## src/rtl/rv32m_pkg.sv

```systemverilog
// Shared definitions for the RV32M instruction decoder: encodings, funct3 names
// and the control bundle handed to the multiplier/divider datapaths.
package rv32m_pkg;

  localparam logic [6:0] OPCODE_OP     = 7'b0110011;
  localparam logic [6:0] FUNCT7_MULDIV = 7'b0000001;

  typedef enum logic [2:0] {
    F3_MUL    = 3'b000,
    F3_MULH   = 3'b001,
    F3_MULHSU = 3'b010,
    F3_MULHU  = 3'b011,
    F3_DIV    = 3'b100,
    F3_DIVU   = 3'b101,
    F3_REM    = 3'b110,
    F3_REMU   = 3'b111
  } funct3_e;

  typedef struct packed {
    logic mult_on;
    logic div_on;
    logic signed_A;
    logic signed_B;
    logic upper_rem;
  } ctrl_t;

  // An illegal encoding yields an all-zero bundle so neither unit is selected.
  function automatic ctrl_t decode_ctrl(input logic [2:0] funct3, input logic legal);
    ctrl_t c;
    c = '0;
    if (legal) begin
      case (funct3_e'(funct3))
        F3_MUL:    c = '{1'b1, 1'b0, 1'b1, 1'b1, 1'b0};
        F3_MULH:   c = '{1'b1, 1'b0, 1'b1, 1'b1, 1'b1};
        F3_MULHSU: c = '{1'b1, 1'b0, 1'b1, 1'b0, 1'b1};
        F3_MULHU:  c = '{1'b1, 1'b0, 1'b0, 1'b0, 1'b1};
        F3_DIV:    c = '{1'b0, 1'b1, 1'b1, 1'b1, 1'b0};
        F3_DIVU:   c = '{1'b0, 1'b1, 1'b0, 1'b0, 1'b0};
        F3_REM:    c = '{1'b0, 1'b1, 1'b1, 1'b1, 1'b1};
        F3_REMU:   c = '{1'b0, 1'b1, 1'b0, 1'b0, 1'b1};
        default:   c = '0;
      endcase
    end
    return c;
  endfunction

endpackage

```

## src/rtl/rv32m_decoder_if.sv

```systemverilog
// Instruction-field inputs and decoded controls between dispatch (master) and
// the RV32M decoder (slave).
interface rv32m_decoder_if;

  logic       en_i;
  logic [6:0] opcode_i;
  logic [2:0] funct3_i;
  logic [6:0] funct7_i;

  logic mult_on_o;
  logic div_on_o;
  logic signed_A_o;
  logic signed_B_o;
  logic upper_rem_o;

  logic valid_q_o;
  logic mult_on_q_o;
  logic div_on_q_o;
  logic signed_A_q_o;
  logic signed_B_q_o;
  logic upper_rem_q_o;

  modport master (
    output en_i, opcode_i, funct3_i, funct7_i,
    input  mult_on_o, div_on_o, signed_A_o, signed_B_o, upper_rem_o,
    input  valid_q_o, mult_on_q_o, div_on_q_o, signed_A_q_o, signed_B_q_o, upper_rem_q_o
  );

  modport slave (
    input  en_i, opcode_i, funct3_i, funct7_i,
    output mult_on_o, div_on_o, signed_A_o, signed_B_o, upper_rem_o,
    output valid_q_o, mult_on_q_o, div_on_q_o, signed_A_q_o, signed_B_q_o, upper_rem_q_o
  );

endinterface

```

## src/rtl/rv32m_decoder.sv

```systemverilog
// RV32M decoder: combinational unit/signedness controls plus an enable-qualified
// registered copy for the accelerator issue stage.
module rv32m_decoder
  import rv32m_pkg::*;
(
  input  logic           clk_i,
  input  logic           rst_ni,
  rv32m_decoder_if.slave bus
);

  logic  w_legal;
  ctrl_t w_ctrl;
  ctrl_t r_ctrl;
  logic  r_valid;

  always_comb begin
    w_legal = (bus.opcode_i == OPCODE_OP) && (bus.funct7_i == FUNCT7_MULDIV);
    w_ctrl  = decode_ctrl(bus.funct3_i, w_legal);
  end

  // Illegal encodings are captured as zeros rather than holding the old value.
  always_ff @(posedge clk_i or negedge rst_ni) begin
    if (!rst_ni) begin
      r_valid <= 1'b0;
      r_ctrl  <= '0;
    end else if (bus.en_i) begin
      r_valid <= w_legal;
      r_ctrl  <= w_ctrl;
    end
  end

  assign bus.mult_on_o   = w_ctrl.mult_on;
  assign bus.div_on_o    = w_ctrl.div_on;
  assign bus.signed_A_o  = w_ctrl.signed_A;
  assign bus.signed_B_o  = w_ctrl.signed_B;
  assign bus.upper_rem_o = w_ctrl.upper_rem;

  assign bus.valid_q_o     = r_valid;
  assign bus.mult_on_q_o   = r_ctrl.mult_on;
  assign bus.div_on_q_o    = r_ctrl.div_on;
  assign bus.signed_A_q_o  = r_ctrl.signed_A;
  assign bus.signed_B_q_o  = r_ctrl.signed_B;
  assign bus.upper_rem_q_o = r_ctrl.upper_rem;

endmodule

```

## src/flat_wrapper.sv

```systemverilog
// flat-port wrapper written by rule: the top's interface ports become plain ports
module rv32m_decoder_flat import rv32m_pkg::*;
  (clk_i, rst_ni, bus_en_i, bus_opcode_i, bus_funct3_i, bus_funct7_i, bus_mult_on_o, bus_div_on_o, bus_signed_A_o, bus_signed_B_o, bus_upper_rem_o, bus_valid_q_o, bus_mult_on_q_o, bus_div_on_q_o, bus_signed_A_q_o, bus_signed_B_q_o, bus_upper_rem_q_o);
  rv32m_decoder_if bus_i ();
  input  logic clk_i;
  input  logic rst_ni;
  input wire logic [$bits(bus_i.en_i)-1:0] bus_en_i;
  input wire logic [$bits(bus_i.opcode_i)-1:0] bus_opcode_i;
  input wire logic [$bits(bus_i.funct3_i)-1:0] bus_funct3_i;
  input wire logic [$bits(bus_i.funct7_i)-1:0] bus_funct7_i;
  output wire logic [$bits(bus_i.mult_on_o)-1:0] bus_mult_on_o;
  output wire logic [$bits(bus_i.div_on_o)-1:0] bus_div_on_o;
  output wire logic [$bits(bus_i.signed_A_o)-1:0] bus_signed_A_o;
  output wire logic [$bits(bus_i.signed_B_o)-1:0] bus_signed_B_o;
  output wire logic [$bits(bus_i.upper_rem_o)-1:0] bus_upper_rem_o;
  output wire logic [$bits(bus_i.valid_q_o)-1:0] bus_valid_q_o;
  output wire logic [$bits(bus_i.mult_on_q_o)-1:0] bus_mult_on_q_o;
  output wire logic [$bits(bus_i.div_on_q_o)-1:0] bus_div_on_q_o;
  output wire logic [$bits(bus_i.signed_A_q_o)-1:0] bus_signed_A_q_o;
  output wire logic [$bits(bus_i.signed_B_q_o)-1:0] bus_signed_B_q_o;
  output wire logic [$bits(bus_i.upper_rem_q_o)-1:0] bus_upper_rem_q_o;
  assign bus_i.en_i = bus_en_i;
  assign bus_i.opcode_i = bus_opcode_i;
  assign bus_i.funct3_i = bus_funct3_i;
  assign bus_i.funct7_i = bus_funct7_i;
  assign bus_mult_on_o = bus_i.mult_on_o;
  assign bus_div_on_o = bus_i.div_on_o;
  assign bus_signed_A_o = bus_i.signed_A_o;
  assign bus_signed_B_o = bus_i.signed_B_o;
  assign bus_upper_rem_o = bus_i.upper_rem_o;
  assign bus_valid_q_o = bus_i.valid_q_o;
  assign bus_mult_on_q_o = bus_i.mult_on_q_o;
  assign bus_div_on_q_o = bus_i.div_on_q_o;
  assign bus_signed_A_q_o = bus_i.signed_A_q_o;
  assign bus_signed_B_q_o = bus_i.signed_B_q_o;
  assign bus_upper_rem_q_o = bus_i.upper_rem_q_o;
  rv32m_decoder u_core (.clk_i(clk_i), .rst_ni(rst_ni), .bus(bus_i));
endmodule
```

## config.mk

```make
export PLATFORM = sky130hd
export DESIGN_NAME = rv32m_decoder_flat
export DESIGN_NICKNAME = d
export VERILOG_FILES = /design/src/rtl/rv32m_pkg.sv /design/src/rtl/rv32m_decoder_if.sv /design/src/rtl/rv32m_decoder.sv /design/src/flat_wrapper.sv
export SDC_FILE = /design/constraint.sdc
export NUM_CORES = 1
export LEC_CHECK = 0
export ABC_AREA = 1
export ABC_CLOCK_PERIOD_IN_PS = 2200
export BUFFER_PORTS_ARGS = -buffer_cell sky130_fd_sc_hd__buf_2
export CAP_MARGIN = 20
export CORE_MARGIN = 1
export CORE_UTILIZATION = 30
export CTS_CLUSTER_DIAMETER = 150
export CTS_CLUSTER_SIZE = 12
export DETAILED_ROUTE_END_ITERATION = 10
export GPL_TIMING_DRIVEN = 0
export PLACE_DENSITY_LB_ADDON = 0.08
export SYNTH_ARGS = -nofsm -noshare
export SYNTH_HDL_FRONTEND = slang
export SYNTH_SLANG_ARGS = --single-unit
```

## constraint.sdc

```tcl
create_clock -name clk_i -period 2.2 [get_ports clk_i]
set_clock_uncertainty 0.2 [all_clocks]
set_input_delay 0.33 -clock clk_i [delete_from_list [all_inputs] [get_ports clk_i]]
set_output_delay 0.33 -clock clk_i [all_outputs]
set_load 0.01 [all_outputs]
```

== Word level (Yosys, flattened, before mapping) ==
Memories as Yosys holds them, arrays and structs flattened.
Index checks and enable logic that the tools add are counted.
Operators by class
  $add $sub $neg: 0
  multipliers: 0
  div/mod/pow operators: 0
  order comparisons: 0
  equality and inequality tests: 2
  shift-type cells: 0
  mux-type cells: 1
  bitwise operators: 0
  reduce and logical (&&, ||, !) cells: 1
Operators with widths (number)
  $eq A7 B1 Y1 const B: 1
  $eq A7 B6 Y1 const B: 1
  $mux W5: 1
  $logic_and A1 B1 Y1: 1
Word-level totals
  register bits after elaboration: 6
  bits in latches: 0
  bits in writable memories: 0
  ROM bits: 40
  input bits: 20
  output and inout bits: 11
  logic and storage cells: 11
  memories kept: 1
Memory list
  (name not given): depth 8, width 5, read ports 1, clocked after Yosys merged registers in 0, write ports 0, line rv32m_pkg.sv:32  | case (funct3_e'(funct3))

== Longest topological paths before layout ==
Gate-level depths: netlist of the first run.
  word-level depth: 3
  gate-level depth with buffers: 6
  gate-level depth less buffers: 6

== Worst setup path after synthesis of the first run ==
No wires, ideal clock.
  path type: input port to output port
  from: input bus_opcode_i[3]
  to: output bus_div_on_o
  arrival time: 841 ps
  data required time: 1670 ps
  setup slack: 829 ps
  stages on the path: 5
  path buffers: 0
  cells stage by stage: nor2_2 > nand2_2 > nor2_2 > nand2_2 > nor2_1
Between the ends
  word-level cells in the longest chain between the ends: 3
Ends and longest elaborated chain
  from (decl): line flat_wrapper.sv:8  | input wire logic [$bits(bus_i.opcode_i)-1:0] bus_opcode_i;
  $eq A7 B6 Y1: line rv32m_decoder.sv:17  | w_legal = (bus.opcode_i == OPCODE_OP) && (bus.funct7_i == FUNCT7_MULDIV);
  $logic_and A1 B1 Y1: line rv32m_decoder.sv:17
  $mux W5: line rv32m_pkg.sv:31  | if (legal) begin
  to (decl): line flat_wrapper.sv:12  | output wire logic [$bits(bus_i.div_on_o)-1:0] bus_div_on_o;
Every way passes these cells.

== Worst setup path after layout of the first run ==
  from: input bus_opcode_i[3]
  to: output bus_signed_B_o
Between the ends
  word-level cells in the longest chain between the ends: 3
Ends and longest elaborated chain
  $eq A7 B6 Y1: line rv32m_decoder.sv:17
  $logic_and A1 B1 Y1: line rv32m_decoder.sv:17
  $mux W5: line rv32m_pkg.sv:31
  to (decl): line flat_wrapper.sv:14  | output wire logic [$bits(bus_i.signed_B_o)-1:0] bus_signed_B_o;
Every way passes these cells.

==> results.rst, run 1 <==
.. list-table::
   :header-rows: 1

   * - Metric
     - Value
   * - Outcome
     - complete, but fails checks
   * - Failing checks
     - DRC
   * - Number of max-capacitance violations reported
     - 0
   * - Count of input and output buffers
     - 30
   * - Net count after synthesis
     - 83
   * - # IOs
     - 31
   * - Synthesized area divided by synthesized cell count
     - roughly 6.7 µm²
   * - Antenna cell count
     - 0
   * - Library cell with the largest summed area after synthesis
     - dfrtp_1
   * - GRT Total Usage
     - 15.6%
   * - Overall die height
     - ~39 µm
   * - Syn. warnings
     - 0
   * - Number of cells on the worst hold path
     - 3
   * - Dominant cell by count in the synthesized netlist
     - nand2_1
   * - Inst Count DP
     - roughly 110
   * - First-pass GRT wire length
     - approximately 1600 µm
   * - Number of standard cells in the final layout excluding fillers
     - about 110
   * - Full die area
     - 0.00156 mm²
   * - Worst reg2reg endpoint
     - u_core.bus.signed_A_q_o$_DFFE_PN0P_
   * - Worst IR Drop VDD
     - around 0.11 mV
   * - Sequential share of the synthesized area
     - between 30% and 40%
   * - Achievable Freq
     - between 600 and 700 MHz
   * - Sum Neg Setup Slack
     - 0 ns
   * - Via count of the first global-routing pass
     - 403
   * - Placed Area
     - around 590 µm²
   * - Type of the tightest min-delay check
     - in -> reg
   * - Post-route total power
     - ~0.00026 W
   * - CP Launch Point
     - bus_opcode_i[3]
   * - Post-detailed-route via-to-cell ratio
     - 4.35
   * - Count of distinct cell types in the synthesized netlist
     - 13
   * - Antenna violations before repair
     - 0
   * - Number of synthesized flops with an enable pin
     - 0
   * - Worst min-delay path endpoint
     - u_core.bus.valid_q_o$_DFFE_PN0P_
   * - Aggregate routed wire length
     - approximately 900 µm
   * - H-tree levels
     - 1
   * - Area share of the leading cell type in the synthesized netlist
     - between 30 and 40%
   * - CTS root buffer
     - clkbuf_4
   * - Async SR Flop Fraction
     - 100%
   * - Type of the worst setup path
     - in -> out
   * - Pin count of the biggest net entering global routing
     - 8
   * - Final Instance Area
     - 622 µm²
   * - Core region area
     - 0.00130 mm²
   * - Clock latency of the later-clocked register in the worst-skew pair
     - approximately 0.24 ns
   * - Clock tree from TritonCTS
     - done
   * - PostCTS Resize Cnt
     - 0
   * - P&R area growth vs syn
     - 47.9%
   * - Leakage power
     - roughly 0.40 nW
   * - Cts bufs inserted
     - 3
   * - Nets@finish
     - 119
   * - Actual transition at the worst max-transition pin
     - 0.250 ns
   * - Deepest clock path buffer count
     - 2
   * - Post-detail-place hpwl
     - 768 µm
   * - Top cells by instance count after synthesis
     - nand2_1, inv_1, nor2_1, dfrtp_1, nand4_1
   * - Worst endpoint data arrival time
     - roughly 1.0 ns
   * - Setup-violating endpoint count in the final report
     - 0
   * - Initial Util
     - 32.3%
   * - Total grt overflow
     - 0
   * - Residual DRC count
     - 2
   * - Floorplan die width
     - 39.4 µm
   * - Routability congestion estimate
     - 0.683
   * - Worst hold-check slack
     - approximately 0.18 ns
   * - CTS clock-pin slew for the worst setup and hold paths
     - ~0.05 ns
   * - CP required
     - ~1.7 ns
   * - Detail Route Antenna Nets
     - 0
   * - Via count of the routed design
     - approximately 490
   * - Leading cell types by total area after synthesis
     - dfrtp_1, nand2_1, inv_1, nand4_1, nor2_1
   * - Post-route minimum period
     - about 1.6 ns
   * - Clock Sink Count
     - 6
   * - Detailed-route wire length per cell
     - around 8.2 µm
   * - Register-to-Register Setup Slack
     - 1.40 ns
   * - Setup repair after global routing missed its margin
     - false
   * - Standard-cell row count
     - 13
   * - CP Launch Type
     - input pin
   * - Cell Area, Synth
     - 420 µm²
   * - Reg-to-reg startpoint
     - u_core.bus.signed_A_q_o$_DFFE_PN0P_
   * - Post-Synthesis Cells
     - 63
   * - Number of design-rule violations left by the first detailed-router iteration
     - 8
   * - Power per unit of standard cell area
     - roughly 410 mW/mm²
   * - Share of the clock period used by the worst path
     - between 70% and 80%
   * - Ratio of cells with drive above 1 in the final layout
     - between 40 and 50%
   * - Hold path startpoint
     - bus_en_i
   * - Worst slew slack as a fraction of its limit
     - 83.2%
   * - Depth of the worst register-to-register path
     - 2
   * - Final Hold Violating Endpoints
     - 0
   * - Final Max Tran Viols
     - 0
   * - Detailed Routing Iterations Pass 1
     - 7
   * - Highest fanout seen on the critical path
     - 5
   * - Main synth FF type
     - dfrtp_1
   * - Endpoint class of the critical path
     - output pin
   * - Flip-flop and latch count after synthesis
     - 6
## registers in the layout (all words and copies together) (netlist names)
| signal | cells |
|---|---|
| u_core.bus.valid_q_o | 1 |
| u_core.bus.mult_on_q_o | 1 |
| u_core.bus.signed_A_q_o | 1 |
| u_core.bus.div_on_q_o | 1 |
| u_core.bus.upper_rem_q_o | 1 |
| u_core.bus.signed_B_q_o | 1 |
## routing by layer
| metal | up-vias | global-route usage (%) | part of all wire (%) | wire length, µm |
|---|---|---|---|---|
| met1 | 199 | 21.7 | 49 | 453 |
| met3 | 0 | 1.70 | 6.4 | 59 |
| met5 | - | 0 | 0 | 0 |
| li1 | 269 | - | - | - |
| met4 | 0 | 10.3 | 0 | 0 |
| met2 | 19 | 22.1 | 44 | 404 |
## cells by family after synthesis
group           after synthesis  share of synthesized area (%)
simple gates                 44                           51.5
flops                         6                           35.7
buf+inv                      11                           9.82
compound gates                2                           2.98
## area by class of cell
cell class	instances	area [µm²]
tap	15	18.8
inverter	11	41.3
clock buffer	3	22.5
multi-input combinational	46	229
sequential	6	150
fill	143	679
timing repair buffer	31	160
## how the worst max path moves through the flow
stage,endpoint,slack (ns)
global route,bus_signed_B_o,0.50
detailed placement,bus_signed_B_o,0.63
CTS,bus_signed_B_o,0.62
global placement,bus_signed_B_o,0.64
finish,bus_signed_B_o,0.64
floorplan,bus_div_on_o,0.83
## placed cells by master (no fill, tap or decap)
cell type,Yosys,final
o21ai_0,1,1
clkbuf_4,0,3
buf_2,0,30
nand3_2,1,1
dlygate4sd3_1,0,1
inv_2,1,1
nand4_1,6,6
nand2_1,19,19
inv_1,10,10
o21a_1,1,1
nor2_4,2,2
nand2_2,2,2
dfrtp_1,6,6
nand3_1,2,2
nor2_1,9,9
nor2_2,3,3
## metrics by stage
stage / utilization [%] / worst slack [ns]
2_1_floorplan: - / 0.829
3_3_place_gp: 45.3 / 0.642
3_5_place_dp: 45.3 / 0.628
4_1_cts: 47.8 / 0.623
5_1_grt: 47.8 / 0.498
6_report: 47.8 / 0.639
## repair_timing
action / 4_1_cts / 5_1_grt
setup buffers: 0 / 0
endpoints found under the hold margin: 6 / 0
hold buffers: 1 / 0
## power breakdown
group,internal (W),leakage [nW],switching (W)
sequential,0.000111,0.0839,0.00000000380
combinational,0.0000199,0.300,0.0000242
clock,0.0000618,0.0138,0.0000404
total,0.000192,0.398,0.0000646
## worst max-delay path, cell delays in order
cell	delay, ns
buf_2	0.10
nor2_2	0.10
nand2_2	0.09
nor2_2	0.09
nand2_2	0.09
nor2_1	0.09
buf_2	0.13
Power figures use the tool's default switching activity.
==> inputs of run 2 (changes only) <==
--- a/config.mk
+++ b/config.mk
@@ -5,15 +5,15 @@
 export SDC_FILE = /design/constraint.sdc
 export NUM_CORES = 1
 export LEC_CHECK = 0
-export ABC_AREA = 1
-export ABC_CLOCK_PERIOD_IN_PS = 2200
+export ABC_AREA = 0
+export ABC_CLOCK_PERIOD_IN_PS = 1500
 export BUFFER_PORTS_ARGS = -buffer_cell sky130_fd_sc_hd__buf_2
 export CAP_MARGIN = 20
-export CORE_MARGIN = 1
-export CORE_UTILIZATION = 30
+export CORE_AREA = 2 2 39 41
 export CTS_CLUSTER_DIAMETER = 150
 export CTS_CLUSTER_SIZE = 12
 export DETAILED_ROUTE_END_ITERATION = 10
+export DIE_AREA = 0 0 41 43
 export GPL_TIMING_DRIVEN = 0
 export PLACE_DENSITY_LB_ADDON = 0.08
 export SYNTH_ARGS = -nofsm -noshare
==> constraint.sdc (replaced) <==
create_clock -name clk_i -period 1.5 [get_ports clk_i]
set_clock_uncertainty 0.2 [all_clocks]
set_input_delay 0.225 -clock clk_i [delete_from_list [all_inputs] [get_ports clk_i]]
set_output_delay 0.225 -clock clk_i [all_outputs]
set_load 0.01 [all_outputs]
==> results.rst, run 2 <==
.. list-table::
   :header-rows: 1

   * - Metric
     - Value
   * - Outcome
     - complete, but fails checks (unchanged)
   * - Failing checks
     - setup timing (was DRC)
   * - Full die area
     - 0.00176 mm² (was 0.00156 mm²)
   * - Count of input and output buffers
     - 30 (unchanged)
   * - Standard-cell row count
     - 14 (was 13)
   * - Most common library cell in the layout ignoring fill and taps
     - buf_2 (unchanged)
   * - Area share of the leading cell type in the synthesized netlist
     - 39.2% (was 35.7%)
   * - Clock share of power
     - 38.9% (was 39.8%)
   * - Sequential share of the synthesized area
     - 39.2% (was 35.7%)
   * - Worst IR Drop VDD
     - 0.257 mV (was 0.108 mV)
   * - Master of the slowest instance on the critical path
     - nor4bb_4 (was buf_2)
   * - Inst Count DP
     - 82 (was 108)
   * - First-pass GRT wire length
     - 1440 µm (was 1650 µm)
   * - Sw Share
     - 22.9% (was 25.1%)
   * - Routability congestion estimate
     - 0.634 (was 0.683)
   * - CTS clock-pin slew for the worst setup and hold paths
     - 0.04 ns (was 0.05 ns)
   * - Net count after synthesis
     - 56 (was 83)
   * - P&R area growth vs syn
     - 68.0% (was 47.9%)
   * - Power per unit of standard cell area
     - 576 mW/mm² (was 413 mW/mm²)
   * - Leading cell types by total area after synthesis
     - dfrtp_1, o31ai_4, nor4b_2, nand2_1, o41ai_2 (was dfrtp_1, nand2_1, inv_1, nand4_1, nor2_1)
   * - Highest fanout seen on the critical path
     - 7 (was 5)
   * - Post-route total power
     - 0.000371 W (was 0.000257 W)
   * - Top cells by instance count after synthesis
     - dfrtp_1, nand2_1, nor2_1 (was nand2_1, inv_1, nor2_1, dfrtp_1, nand4_1)
   * - Number of standard cells in the final layout excluding fillers
     - 90 (was 112)
   * - Reg-to-reg startpoint
     - u_core.bus.signed_A_q_o$_DFFE_PN0P_ (unchanged)
   * - Nets@finish
     - 96 (was 119)
   * - Async SR Flop Fraction
     - 100% (unchanged)
   * - Synthesized area divided by synthesized cell count
     - 10.6 µm² (was 6.67 µm²)
   * - Post-detail-place hpwl
     - 727 µm (was 768 µm)
   * - CTS root buffer
     - clkbuf_4 (unchanged)
   * - Ratio of cells with drive above 1 in the final layout
     - 62.2% (was 43.3%)
   * - Residual DRC count
     - 0 (was 2)
   * - Deepest clock path buffer count
     - 2 (unchanged)
   * - Slowest stage delay, CP
     - 0.26 ns (was 0.13 ns)
   * - Post-Synthesis Cells
     - 36 (was 63)
   * - Leakage power
     - 0.349 nW (was 0.398 nW)
   * - Via count of the routed design
     - 401 (was 487)
   * - Hold path startpoint
     - bus_en_i (unchanged)
   * - Setup WS post-layout
     - -0.0741 ns (was 0.639 ns)
   * - CP Launch Point
     - bus_funct7_i[1] (was bus_opcode_i[3])
   * - Endpoint class of the critical path
     - output pin (unchanged)
   * - Flip-flop and latch count after synthesis
     - 6 (unchanged)
   * - Antenna cell count
     - 0 (unchanged)
   * - Clock latency of the later-clocked register in the worst-skew pair
     - 0.24 ns (about the same)
   * - Clock Sink Count
     - 6 (unchanged)
   * - Clock tree from TritonCTS
     - done (unchanged)
   * - # IOs
     - 31 (unchanged)
   * - Type of the tightest min-delay check
     - in -> reg (unchanged)
   * - Seq pwr share
     - 43.8% (was 43.1%)
   * - GRT Total Usage
     - 12.6% (was 15.6%)
   * - Worst endpoint data arrival time
     - 1.15 ns (was 1.03 ns)
   * - H-tree levels
     - 1 (unchanged)
   * - Actual transition at the worst max-transition pin
     - 0.566 ns (was 0.250 ns)
   * - CP cell instances
     - buf_6 > nor4bb_4 > nand4_1 > buf_6 > nor3_2 > buf_2 (was buf_2 > nor2_2 > nand2_2 > nor2_2 > nand2_2 > nor2_1 > buf_2)
   * - Number of design-rule violations left by the first detailed-router iteration
     - 0 (was 8)
   * - Count of distinct cell types in the synthesized netlist
     - 19 (was 13)
   * - Power share of the combinational group
     - 17.2% (about the same)
   * - Post-detailed-route via-to-cell ratio
     - 4.46 (was 4.35)
   * - CP required
     - 1.07 ns (was 1.67 ns)
   * - Floorplan die width
     - 41 µm (was 39.4 µm)
   * - Cts bufs inserted
     - 3 (unchanged)
   * - Achievable Freq
     - 635 MHz
   * - Number of buffers and inverters on the critical path
     - 3 (was 2)
   * - Share of the clock period used by the worst path
     - 105%
   * - Pin count of the biggest net entering global routing
     - 11 (was 8)
   * - Cell Area, Synth
     - 383 µm² (was 420 µm²)
   * - Area taken by multi-input logic gates
     - 225 µm² (was 229 µm²)
   * - Setup repair after global routing missed its margin
     - true (was false)
   * - Post-route minimum period
     - 1.57 ns
   * - Via count of the first global-routing pass
     - 358 (was 403)
   * - Detail Route Antenna Nets
     - 0 (unchanged)
   * - Register-to-Register Setup Slack
     - 0.61 ns (was 1.40 ns)
   * - Setup-violating endpoint count in the final report
     - 5 (was 0)
   * - Type of the worst setup path
     - in -> out (unchanged)
   * - Syn. warnings
     - 0 (unchanged)
   * - Antenna violations before repair
     - 0 (unchanged)
   * - CP Launch Type
     - input pin (unchanged)
   * - Main synth FF type
     - dfrtp_1 (unchanged)
   * - Aggregate routed wire length
     - 976 µm (was 917 µm)
   * - Number of synthesized flops with an enable pin
     - 0 (unchanged)
   * - Initial Util
     - 27.7% (was 32.3%)
   * - Cell-internal power
     - 0.000286 W (was 0.000192 W)
   * - Most used cells in the layout excluding fill and tap cells
     - buf_2, nand2_1, dfrtp_1 (was buf_2, nand2_1, inv_1)
   * - Footprint of the flip-flops and latches
     - 150 µm² (unchanged)
   * - Number of fillers in the final layout
     - 146 (was 143)
   * - Most used cell, CP
     - buf_6
   * - Number of max-capacitance violations reported
     - 0 (unchanged)
   * - Total grt overflow
     - 0 (unchanged)
   * - Final Hold Violating Endpoints
     - 0 (unchanged)
   * - Detailed-route wire length per cell
     - 10.8 µm (was 8.19 µm)
   * - Detailed Routing Iterations Pass 1
     - 1 (was 7)
   * - Net switching power figure
     - 0.0000847 W (was 0.0000646 W)
   * - Final Max Tran Viols
     - 0 (unchanged)
   * - Worst slew slack as a fraction of its limit
     - 62.3% (was 83.2%)
   * - Library cell with the largest summed area after synthesis
     - dfrtp_1 (unchanged)
   * - Core region area
     - 0.00138 mm² (was 0.00130 mm²)
   * - Overall die height
     - 43 µm (was 39.4 µm)
   * - Category of cells accounting for the largest share of critical-path delay
     - simple AND/OR/NAND/NOR gates (unchanged)
run 2: worst paths after layout:
kind / depth (start not counted) / endpoint
min reg2reg: 2 / u_core.bus.mult_on_q_o$_DFFE_PN0P_
min: 3 / u_core.bus.div_on_q_o$_DFFE_PN0P_
max in group asynchronous: 2 / u_core.bus.upper_rem_q_o$_DFFE_PN0P_
min in group asynchronous: 2 / u_core.bus.div_on_q_o$_DFFE_PN0P_
max: 6 / bus_signed_B_o
max reg2reg: 2 / u_core.bus.signed_A_q_o$_DFFE_PN0P_
run 2: final cells by class:
class | instances | share of cell area (%)
Multi-Input combinational cell | 26 | 35.0
Timing Repair Buffer | 35 | 31.5
Sequential cell | 6 | 23.3
Clock buffer | 3 | 3.50
Tap cell | 16 | 3.11
Buffer | 2 | 2.33
Inverter | 2 | 1.17
run 2: routing by layer:
metal,vias to the layer above,part of all wire (%),GRT usage (%)
met5,-,0,0
met1,180,36,14.8
met3,0,7.0,4.71
met4,0,0,6.00
li1,206,-,-
met2,15,57,19.4
run 2: metrics by stage:
step	hold slack, ns	setup TNS, ns	cell area (µm²)	setup WS [ns]	utilization (%)
3_5_place_dp	-0.140	-0.732	553	-0.220	40.0
5_1_grt	0.0538	-0.713	643	-0.176	46.5
4_1_cts	0.0346	-0.386	614	-0.0962	44.4
3_3_place_gp	-0.144	-0.720	553	-0.212	40.0
2_1_floorplan	-0.271	0	383	0.0220	-
6_report	0.0419	-0.254	643	-0.0741	46.5
run 2: cells by family (layout without fill, tap and decap cells):
logic type / count (synthesis) / after routing / share of synthesized area [%]
and+or+nand+nor: 18 / 18 / 29.4
buffers and inverters: 4 / 42 / 5.88
DFF: 6 / 6 / 39.2
AOI/OAI and AO/OA: 8 / 8 / 25.5
run 2: power groups by stage:
stage               Sequential, W  Combinational [W]  Clock (W)
floorplan                0.000165          0.0000205          0
global placement         0.000165          0.0000544          0
detailed placement       0.000165          0.0000550          0
CTS                      0.000162          0.0000585   0.000156
global route             0.000162          0.0000719   0.000165
finish                   0.000162          0.0000638   0.000144
run 2: timing repair:
item	in CTS	in global routing
setup buffers	3	1
endpoints found under the hold margin	6	0
pin swaps	5	3
hold buffers	1	0
endpoints found under the setup margin	5	5
gates resized for setup	1	3
run 2: tightest hold or removal path, cell delays in order:
cell and delay, ns:
buf_2 0.11, nand2_1 0.06, o2bb2ai_1 0.05
==> inputs of run 3 (changes only) <==
--- a/config.mk
+++ b/config.mk
@@ -6,7 +6,7 @@
 export NUM_CORES = 1
 export LEC_CHECK = 0
 export ABC_AREA = 0
-export ABC_CLOCK_PERIOD_IN_PS = 1500
+export ABC_CLOCK_PERIOD_IN_PS = 1700
 export BUFFER_PORTS_ARGS = -buffer_cell sky130_fd_sc_hd__buf_2
 export CAP_MARGIN = 20
 export CORE_AREA = 2 2 39 41
==> constraint.sdc (replaced) <==
create_clock -name clk_i -period 1.7 [get_ports clk_i]
set_clock_uncertainty 0.2 [all_clocks]
set_input_delay 0.255 -clock clk_i [delete_from_list [all_inputs] [get_ports clk_i]]
set_output_delay 0.255 -clock clk_i [all_outputs]
set_load 0.01 [all_outputs]
==> results.rst, run 3 (synthesized netlist as in run 2, its figures left out) <==
.. list-table::
   :header-rows: 1

   * - Metric
     - Value
   * - Setup-violating endpoint count in the final report
     - 0 (was 5)
   * - Util after Layout
     - 46.7% (was 46.5%)
   * - Clock latency of the later-clocked register in the worst-skew pair
     - 0.24 ns (about the same)
   * - Slowest stage delay, CP
     - 0.26 ns (about the same)
   * - Sum Neg Setup Slack
     - 0 ns (was -0.254 ns)
   * - GRT Total Usage
     - 12.6% (unchanged)
   * - Detailed Routing Iterations Pass 1
     - 1 (unchanged)
   * - CTS root buffer
     - clkbuf_4 (unchanged)
   * - Post-route minimum period
     - approximately 1.6 ns
   * - Power per unit of standard cell area
     - 507 mW/mm² (was 576 mW/mm²)
   * - Detail Route Antenna Nets
     - 0 (unchanged)
   * - Worst slew slack as a fraction of its limit
     - 62.3% (unchanged)
   * - Grt met1 use
     - 14.8% (unchanged)
   * - P&R area growth vs syn
     - 68.6% (was 68.0%)
   * - Standard-cell row count
     - 14 (unchanged)
   * - First-pass GRT wire length
     - 1440 µm (unchanged)
   * - Residual DRC count
     - 0 (unchanged)
   * - Inst Count DP
     - 82 (unchanged)
   * - Nets@finish
     - 96 (unchanged)
   * - CP required
     - 1.24 ns (was 1.07 ns)
   * - Depth of the worst register-to-register path
     - 2 (unchanged)
   * - Category of cells accounting for the largest share of critical-path delay
     - simple AND/OR/NAND/NOR gates (unchanged)
   * - Total grt overflow
     - 0 (unchanged)
   * - CP cell instances
     - buf_2 > nor4b_2 > nand4_1 > buf_6 > nor3_2 > buf_2 (was buf_6 > nor4bb_4 > nand4_1 > buf_6 > nor3_2 > buf_2)
   * - Number of buffers and inverters on the critical path
     - 3 (unchanged)
   * - Setup repair after global routing missed its margin
     - true (unchanged)
   * - # IOs
     - 31 (unchanged)
   * - Share of the clock period used by the worst path
     - between 90 and 100%
   * - Master of the slowest instance on the critical path
     - nor4b_2 (was nor4bb_4)
   * - Floorplan die width
     - 41 µm (unchanged)
   * - Post-detailed-route via-to-cell ratio
     - 4.46 (unchanged)
   * - Achievable Freq
     - ~600 MHz
   * - Endpoint class of the critical path
     - output pin (unchanged)
   * - Via count of the first global-routing pass
     - 351 (was 358)
   * - Type of the worst setup path
     - in -> out (unchanged)
   * - Final Max Tran Viols
     - 0 (unchanged)
   * - Actual transition at the worst max-transition pin
     - 0.566 ns (unchanged)
   * - GR peak layer
     - met2 (unchanged)
   * - Number of cells on the worst hold path
     - 3 (unchanged)
   * - Pin count of the biggest net entering global routing
     - 11 (unchanged)
   * - Most common library cell in the layout ignoring fill and taps
     - buf_2 (unchanged)
   * - Initial Util
     - 27.7% (unchanged)
   * - Core region area
     - 0.00138 mm² (unchanged)
   * - CP Launch Type
     - input pin (unchanged)
   * - Detailed-route wire length per cell
     - 10.9 µm (was 10.8 µm)
   * - Count of input and output buffers
     - 30 (unchanged)
   * - H-tree levels
     - 1 (unchanged)
   * - Full die area
     - 0.00176 mm² (unchanged)
   * - Overall die height
     - 43 µm (unchanged)
   * - Via count of the routed design
     - 401 (unchanged)
   * - Worst endpoint data arrival time
     - 1.18 ns (was 1.15 ns)
   * - Final Hold Violating Endpoints
     - 0 (unchanged)
   * - Type of the tightest min-delay check
     - in -> reg (unchanged)
   * - Number of max-capacitance violations reported
     - 0 (unchanged)
   * - Number of cells on the critical path
     - 6 (unchanged)
   * - Clock tree from TritonCTS
     - done (unchanged)
   * - Highest fanout seen on the critical path
     - 7 (unchanged)
   * - Worst hold-check slack
     - 0.0719 ns (was 0.0419 ns)
   * - Cts bufs inserted
     - 3 (unchanged)
   * - Number of design-rule violations left by the first detailed-router iteration
     - 0 (unchanged)
   * - Most used cells in the layout excluding fill and tap cells
     - buf_2, nand2_1, dfrtp_1 (unchanged)
   * - GRT met2 Usage
     - 19.4% (unchanged)
   * - Antenna violations before repair
     - 0 (unchanged)
   * - Post-detail-place hpwl
     - 727 µm (unchanged)
   * - Number of standard cells in the final layout excluding fillers
     - 90 (unchanged)
   * - Most used cell, CP
     - buf_2 (was buf_6)
   * - Aggregate routed wire length
     - 983 µm (was 976 µm)
   * - Antenna cell count
     - 0 (unchanged)
   * - Deepest clock path buffer count
     - 2 (unchanged)
   * - CTS clock-pin slew for the worst setup and hold paths
     - 0.04 ns (about the same)
   * - Routability congestion estimate
     - 0.634 (unchanged)
   * - Ratio of cells with drive above 1 in the final layout
     - 63.5% (was 62.2%)
   * - GRT met3 Usage
     - 4.71% (unchanged)
   * - Clock Sink Count
     - 6 (unchanged)
   * - Worst IR Drop VDD
     - 0.227 mV (was 0.257 mV)
   * - Leakage power
     - 0.348 nW (was 0.349 nW)
   * - Outcome
     - finished, final reports clean (was complete, but fails checks)
-- run 3: worst paths after layout --
check | end | from | slack [ns]
worst max register to register | u_core.bus.signed_A_q_o$_DFFE_PN0P_ | u_core.bus.signed_A_q_o$_DFFE_PN0P_ | 0.81
worst min register to register | u_core.bus.mult_on_q_o$_DFFE_PN0P_ | u_core.bus.mult_on_q_o$_DFFE_PN0P_ | 0.28
max in group asynchronous | u_core.bus.upper_rem_q_o$_DFFE_PN0P_ | rst_ni | 0.99
min in group asynchronous | u_core.bus.div_on_q_o$_DFFE_PN0P_ | rst_ni | 0.17
worst max-delay path | bus_signed_B_o | bus_funct7_i[6] | 0.07
worst min-delay path | u_core.bus.div_on_q_o$_DFFE_PN0P_ | bus_en_i | 0.07
-- run 3: per-stage QoR --
stage	power [W]	setup WS, ns	cell area (µm²)
after global placement	0.000193	-0.0718	553
after global routing	0.000353	-0.0344	646
final	0.000327	0.0652	646
after floorplan	0.000164	0.162	383
after CTS	0.000331	0.0322	608
after detailed placement	0.000194	-0.0797	553
-- run 3: worst min-delay path: stages --
cell,delay [ns]
buf_2,0.11
nand2_1,0.06
o2bb2ai_1,0.05
-- run 3: area by class of cell --
type,instances,area (µm²)
multi-input combinational,26,228
fill,146,738
timing repair buffer,35,203
sequential,6,150
buffer,2,15.0
tap,16,20.0
inverter,2,7.51
clock buffer,3,22.5
-- run 3: per-layer routing --
| layer | vias to the layer above | wire length [µm] |
|---|---|---|
| li1 | 206 | - |
| met4 | 0 | 0 |
| met3 | 0 | 73 |
| met5 | - | 0 |
| met1 | 180 | 351 |
| met2 | 15 | 558 |
-- run 3: report_power, final --
group	total, W	switching (W)	internal, W	leakage [nW]
registers	0.000143	0.00000000457	0.000143	0.0839
clock network	0.000127	0.0000477	0.0000796	0.0138
logic	0.0000567	0.0000274	0.0000293	0.250
-- run 3: repair_timing --
| item | in CTS | in global routing |
|---|---|---|
| pin swaps | 3 | 3 |
| hold buffers | 1 | 0 |
| endpoints found under the setup margin | 2 | 5 |
| gates resized for setup | 0 | 5 |
| buffers inserted | 3 | 1 |
| endpoints found under the hold margin | 6 | 0 |
